$ cat src/rtl/i2c_target_pkg.sv
// Shared types and constants for the I2C target endpoint and its bus synchronizer.
package i2c_target_pkg;

    typedef enum logic [3:0] {
        T_IDLE,
        T_ADDR,
        T_ADDR_ACK,
        T_RX_DATA,
        T_RX_ACK,
        T_TX_DATA,
        T_TX_ACK,
        T_IGNORE
    } e_target_states;

    localparam logic [6:0] GCALL_ADDR = 7'h00;
    localparam logic       ACK        = 1'b0;
    localparam logic       NACK       = 1'b1;

    // General call is write-only; a general-call read is never claimed.
    function automatic logic addr_match(input logic [6:0] addr, input logic [6:0] own,
                                        input logic rw, input logic gcall_en);
        return (addr == own) || (gcall_en && (addr == GCALL_ADDR) && (rw == 1'b0));
    endfunction

endpackage

$ cat src/rtl/i2c_bus_sync.sv
// Synchronizes raw SCL/SDA and emits registered START/STOP/rise/fall pulses plus the
// SDA level aligned with those pulses. Reusable by a controller for bus monitoring.
module i2c_bus_sync #(
    parameter int SYNC_STAGES = 2
) (
    input  logic clk,
    input  logic rst,
    input  logic scl_i,
    input  logic sda_i,
    output logic sda,
    output logic start,
    output logic stop,
    output logic rise,
    output logic fall
);

    logic [SYNC_STAGES-1:0] scl_ff;
    logic [SYNC_STAGES-1:0] sda_ff;
    logic                   scl_q;
    logic                   sda_q;
    logic                   scl_s;
    logic                   sda_s;

    assign scl_s = scl_ff[SYNC_STAGES-1];
    assign sda_s = sda_ff[SYNC_STAGES-1];
    assign sda   = sda_q;

    // Flops reset to the idle-bus level so leaving reset creates no phantom edges.
    always_ff @(posedge clk or posedge rst) begin
        if (rst) begin
            scl_ff <= '1;
            sda_ff <= '1;
            scl_q  <= 1'b1;
            sda_q  <= 1'b1;
            start  <= 1'b0;
            stop   <= 1'b0;
            rise   <= 1'b0;
            fall   <= 1'b0;
        end else begin
            scl_ff <= {scl_ff[SYNC_STAGES-2:0], scl_i};
            sda_ff <= {sda_ff[SYNC_STAGES-2:0], sda_i};
            scl_q  <= scl_s;
            sda_q  <= sda_s;
            start  <= scl_s & scl_q & sda_q & ~sda_s;
            stop   <= scl_s & scl_q & ~sda_q & sda_s;
            rise   <= scl_s & ~scl_q;
            fall   <= ~scl_s & scl_q;
        end
    end

endmodule

$ cat src/rtl/i2c_target.sv
// I2C target endpoint: address match/ACK, byte receive to fabric, byte transmit from fabric.
// Define I2C_TARGET_GCALL_EN to also accept general-call (8'h00) writes.
module i2c_target
    import i2c_target_pkg::*;
#(
    parameter logic [6:0] ADDR        = 7'h50,
    parameter int         SYNC_STAGES = 2
) (
    input  logic       clk,
    input  logic       rst,
    input  logic       scl_i,
    input  logic       sda_i,
    output logic       sda_oe,
    output logic [7:0] rx_data,
    output logic       rx_valid,
    input  logic [7:0] tx_data,
    output logic       tx_req,
    output logic       busy
);

`ifdef I2C_TARGET_GCALL_EN
    localparam logic GCALL_ON = 1'b1;
`else
    localparam logic GCALL_ON = 1'b0;
`endif

    e_target_states state;
    logic [2:0]     cnt;
    logic           slot;
    logic           rw;
    logic [7:0]     shift;
    logic           sda;
    logic           start;
    logic           stop;
    logic           rise;
    logic           fall;

    i2c_bus_sync #(
        .SYNC_STAGES(SYNC_STAGES)
    ) u_sync (
        .clk   (clk),
        .rst   (rst),
        .scl_i (scl_i),
        .sda_i (sda_i),
        .sda   (sda),
        .start (start),
        .stop  (stop),
        .rise  (rise),
        .fall  (fall)
    );

    always_ff @(posedge clk or posedge rst) begin
        if (rst) begin
            state    <= T_IDLE;
            cnt      <= 3'd0;
            slot     <= 1'b0;
            rw       <= 1'b0;
            shift    <= 8'h00;
            sda_oe   <= 1'b0;
            rx_data  <= 8'h00;
            rx_valid <= 1'b0;
            tx_req   <= 1'b0;
            busy     <= 1'b0;
        end else begin
            rx_valid <= 1'b0;
            tx_req   <= 1'b0;
            if (start) begin
                state  <= T_ADDR;
                cnt    <= 3'd0;
                slot   <= 1'b0;
                sda_oe <= 1'b0;
            end else if (stop) begin
                state  <= T_IDLE;
                cnt    <= 3'd0;
                slot   <= 1'b0;
                sda_oe <= 1'b0;
                busy   <= 1'b0;
            end else begin
                case (state)
                    T_ADDR: begin
                        if (rise) begin
                            shift <= {shift[6:0], sda};
                            if (cnt == 3'd7) begin
                                cnt  <= 3'd0;
                                slot <= 1'b0;
                                rw   <= sda;
                                if (addr_match(shift[6:0], ADDR, sda, GCALL_ON)) begin
                                    state <= T_ADDR_ACK;
                                    busy  <= 1'b1;
                                end else begin
                                    state <= T_IGNORE;
                                    busy  <= 1'b0;
                                end
                            end else begin
                                cnt <= cnt + 3'd1;
                            end
                        end
                    end
                    // slot=0: next fall pulls SDA; rise marks the ACK clock; slot=1 fall leaves.
                    T_ADDR_ACK, T_RX_ACK: begin
                        if (fall) begin
                            if (!slot) begin
                                sda_oe <= 1'b1;
                            end else begin
                                slot <= 1'b0;
                                if (state == T_ADDR_ACK && rw) begin
                                    shift  <= {tx_data[6:0], 1'b0};
                                    tx_req <= 1'b1;
                                    sda_oe <= ~tx_data[7];
                                    state  <= T_TX_DATA;
                                end else begin
                                    sda_oe <= 1'b0;
                                    state  <= T_RX_DATA;
                                end
                            end
                        end else if (rise) begin
                            slot <= 1'b1;
                        end
                    end
                    T_RX_DATA: begin
                        if (rise) begin
                            shift <= {shift[6:0], sda};
                            if (cnt == 3'd7) begin
                                rx_data  <= {shift[6:0], sda};
                                rx_valid <= 1'b1;
                                cnt      <= 3'd0;
                                slot     <= 1'b0;
                                state    <= T_RX_ACK;
                            end else begin
                                cnt <= cnt + 3'd1;
                            end
                        end
                    end
                    // Bit 7 is already on the bus; falls 1..7 drive bits 6..0, fall 8 releases.
                    T_TX_DATA: begin
                        if (fall) begin
                            if (cnt == 3'd7) begin
                                sda_oe <= 1'b0;
                                cnt    <= 3'd0;
                                slot   <= 1'b0;
                                state  <= T_TX_ACK;
                            end else begin
                                sda_oe <= ~shift[7];
                                shift  <= {shift[6:0], 1'b0};
                                cnt    <= cnt + 3'd1;
                            end
                        end
                    end
                    T_TX_ACK: begin
                        if (rise && !slot) begin
                            if (sda == NACK) begin
                                sda_oe <= 1'b0;
                                state  <= T_IGNORE;
                            end else begin
                                slot <= 1'b1;
                            end
                        end else if (fall && slot) begin
                            slot   <= 1'b0;
                            shift  <= {tx_data[6:0], 1'b0};
                            tx_req <= 1'b1;
                            sda_oe <= ~tx_data[7];
                            state  <= T_TX_DATA;
                        end
                    end
                    default: begin
                        sda_oe <= 1'b0;
                    end
                endcase
            end
        end
    end

endmodule

$ cat config.mk
export PLATFORM = sky130hd
export DESIGN_NAME = i2c_target
export DESIGN_NICKNAME = d
export VERILOG_FILES = /design/src/rtl/i2c_target_pkg.sv /design/src/rtl/i2c_bus_sync.sv /design/src/rtl/i2c_target.sv
export SDC_FILE = /design/constraint.sdc
export NUM_CORES = 1
export LEC_CHECK = 0
export ABC_AREA = 1
export CORE_MARGIN = 8
export CORE_UTILIZATION = 56
export CTS_CLUSTER_DIAMETER = 100
export DETAILED_ROUTE_END_ITERATION = 10
export MAX_ROUTING_LAYER = met4
export PLACE_DENSITY_LB_ADDON = 0.08
export SLEW_MARGIN = 20
export SYNTH_ARGS = -nofsm -noshare
export SYNTH_HDL_FRONTEND = slang
export SYNTH_SLANG_ARGS = --single-unit
$ cat constraint.sdc
create_clock -name clk -period 1.9 [get_ports clk]
set_input_delay 0.38 -clock clk [delete_from_list [all_inputs] [get_ports clk]]
set_output_delay 0.38 -clock clk [all_outputs]
set_load 0.01 [all_outputs]
==> out/qor.yml <==
start_util_pct: 58.1
worst_r2r_endpoint: "shift[3]$_DFFE_PP0P_"
worstPathRequired_ns: 2.07
grt_max_degree: 39
vias: 1723
cts_resized: 0
final-setup-viol-count: 0
timing.setup.tns_ns: 0
routedWlPerCell_um: 13.6
fin_crit_ns: 1.71
syn_nets: 264
postRouteAntennaNets: 0
mostFrequentLayoutCell: "nand2_1"
area_delta_synth_final_pct: 16.4
crit_buf_inv: 0
crit_path_end_kind: "register"
start_kind: "register"
drt-total-wl_mm: 4.40
first_global_vias: 1702
final_cells: 325
status: "finished, final reports clean"
p_leak_nw: 1.17
synth_cells: 250
cts_root_buf: "clkbuf_8"
tritoncts: "yes"
clk_pin_slew_ns: 0.07
ios: 24
cts_sinks: 38
dpl.hpwl_mm: 3.31
firstDrtPassIters: 4
die_w_um: 77.4
r2r_setup_slack_ns: 0.19
reg2regPathDepth: 9
postCtsSetupBuffers: 0
dp_cells: 317
synth_area_sq_um: 2110
cp_slowest_cell: "dfrtp_1"
skew_ns: 0.00734
max_freq_mhz: 584
synth_seq_cells: 38
die_area_sq_um: 5990
crit_top_cell: "nand2_2"
clockBufferDepth: 2
via_per_inst: 5.30
cap_viol_max_count: 0
synthArstFlopShare_pct: 100
critPathArrivalTime_ns: 1.88
worst_slew_pin_slew_ns: 0.557
hp-class: "register to register"
worstPathMaxFanout: 16
worstPathCellList: "nor2_4 > nand2_2 > nand2_2 > nand2_2 > nand2_4 > nor2_4 > nand2_4 > nand2_1 > o21ai_2"
worst_path_largest_cell_delay_ns: 0.70
drive_gt1_share_pct: 19.5
grt_antenna_before_repair: 0
htreeDepth: 2
final_cell_mix: "nand2_1, dfrtp_1, nor2_1"
grt_pass1_wl_mm: 7.71
placed_area_sq_um: 2360
drt-initial-drc-count: 129
clock_latency_ns: 0.28
yosys_warnings: 0
track_usage_pct: 16.2
gp_congestion: 1.00
final_nets: 290
synth_top_area_share_pct: 37.9
setup.worst_path.end: "shift[3]$_DFFE_PP0P_"
diodes: 0
row_count: 22
portBuffers: 23
maxSlewHeadroom_pct: 62.9
irDropWorstVdd_mv: 0.926
slew_viol_final: 0
synth_area_leaders: "dfrtp_1, nand2_1, dfstp_2, nor2_1, nand3_1"
drc: 0
seq_area_frac_synth_pct: 45.4
regToRegStartpoint: "state[1]$_DFFE_PP0P_"
fin_crit_sh_pct: 90.2
synth_top_area_cell: "dfrtp_1"
path_delay_family: "simple AND/OR/NAND/NOR gates"
synth_flop_cell: "dfrtp_1"
synth.distinct_cells: 33
powerDensity_nw_per_um2: 1480
design_area_sq_um: 2460
total_power_mw: 3.62
synth_edf_count: 0
rsz0062_at_grt: "false"
fp.coreArea_sq_um: 3630
avgSynthCellArea_sq_um: 8.44
ctsHoldBuffers: 0
cts_buffers: 5
die_h_um: 77.4
critPathKind: "register to register"
hold_slack_ns: 0.358
finalHoldViolCount: 0
crit_cells: 9
crit_start: "state[1]$_DFFE_PP0P_"
grt_overflow: 0
[cells by family after synthesis]
kind of cell,share of synthesized area [%]
simple gates,34.0
compound gates,11.1
flops,45.4
buf+inv,7.82
fa+ha+maj,1.19
mux,0.474
[cell usage after synthesis (2+ instances only)]
| cell | instances |
|---|---|
| a21oi_1 | 11 |
| buf_2 | 2 |
| buf_6 | 3 |
| dfrtp_1 | 32 |
| dfstp_2 | 6 |
| ha_1 | 2 |
| inv_1 | 22 |
| inv_2 | 2 |
| nand2_1 | 66 |
| nand2_2 | 8 |
| nand2_4 | 5 |
| nand3_1 | 17 |
| nand3_2 | 2 |
| nand4_1 | 2 |
| nor2_1 | 24 |
| nor2_2 | 3 |
| nor2_4 | 6 |
| nor3_1 | 2 |
| o21ai_0 | 6 |
| o21ai_1 | 8 |
| o21ai_2 | 8 |
| o31ai_1 | 2 |
[power breakdown]
part	switching [mW]	internal [mW]
Clock	0.272	0.293
Combinational	1.17	0.664
Sequential	0.231	0.997
[metal layers]
metal | share of wire, % | vias to the layer above | GRT usage (%) | wire length [um]
met1 | 44 | 793 | 18.8 | 1930
met5 | 0 | - | - | 0
met3 | 5.1 | 15 | 4.03 | 223
met2 | 48 | 65 | 26.1 | 2120
met4 | 2.9 | 0 | 6.79 | 129
li1 | - | 850 | - | -
[metrics by stage]
stage                     setup WS (ns)  utilization, %
final                             0.187            67.6
after global routing             0.0233            67.6
after CTS                         0.181            67.6
after detailed placement          0.202            65.1
after global placement            0.216            65.1
after floorplan                   0.424               -
[registers in the layout, summed over array words and instances (netlist names)]
register	count
busy	1
cnt	3
rw	1
rx_data	8
rx_valid	1
sda_oe	1
shift	8
slot	1
state	3
tx_req	1
u_sync.fall	1
u_sync.rise	1
u_sync.scl_ff	2
u_sync.scl_q	1
u_sync.sda	1
u_sync.sda_ff	2
u_sync.start	1
u_sync.stop	1
[worst reg2reg max path, delay by kind of cell, from the launching register on]
kind | cells | cell delay (ns)
simple gates | 8 | 0.84
compound gates | 1 | 0.05
flops | 1 | 0.70
[area by class of cell]
class / instances / area (sq um)
tap: 48 / 60.1
inverter: 25 / 93.8
timing repair buffer: 26 / 265
clock inverter: 1 / 5.00
clock buffer: 7 / 86.3
fill: 312 / 1180
sequential: 38 / 958
multi-input combinational: 180 / 987
[how the worst min path moves through the flow]
| stage | startpoint | to | slack [ns] | depth (start not counted) |
|---|---|---|---|---|
| final | u_sync.scl_ff[0]$_DFF_PP1_ | u_sync.scl_ff[1]$_DFF_PP1_ | 0.36 | 0 |
| after global routing | u_sync.sda_ff[0]$_DFF_PP1_ | u_sync.sda_ff[1]$_DFF_PP1_ | 0.36 | 0 |
| after CTS | u_sync.scl_ff[0]$_DFF_PP1_ | u_sync.scl_ff[1]$_DFF_PP1_ | 0.36 | 0 |
| after detailed placement | u_sync.scl_ff[0]$_DFF_PP1_ | u_sync.scl_ff[1]$_DFF_PP1_ | 0.35 | 0 |
| after global placement | u_sync.sda_ff[0]$_DFF_PP1_ | u_sync.sda_ff[1]$_DFF_PP1_ | 0.35 | 0 |
| after floorplan | u_sync.scl_ff[0]$_DFF_PP1_ | u_sync.scl_ff[1]$_DFF_PP1_ | 0.35 | 0 |
Power figures use the tool's default switching activity.
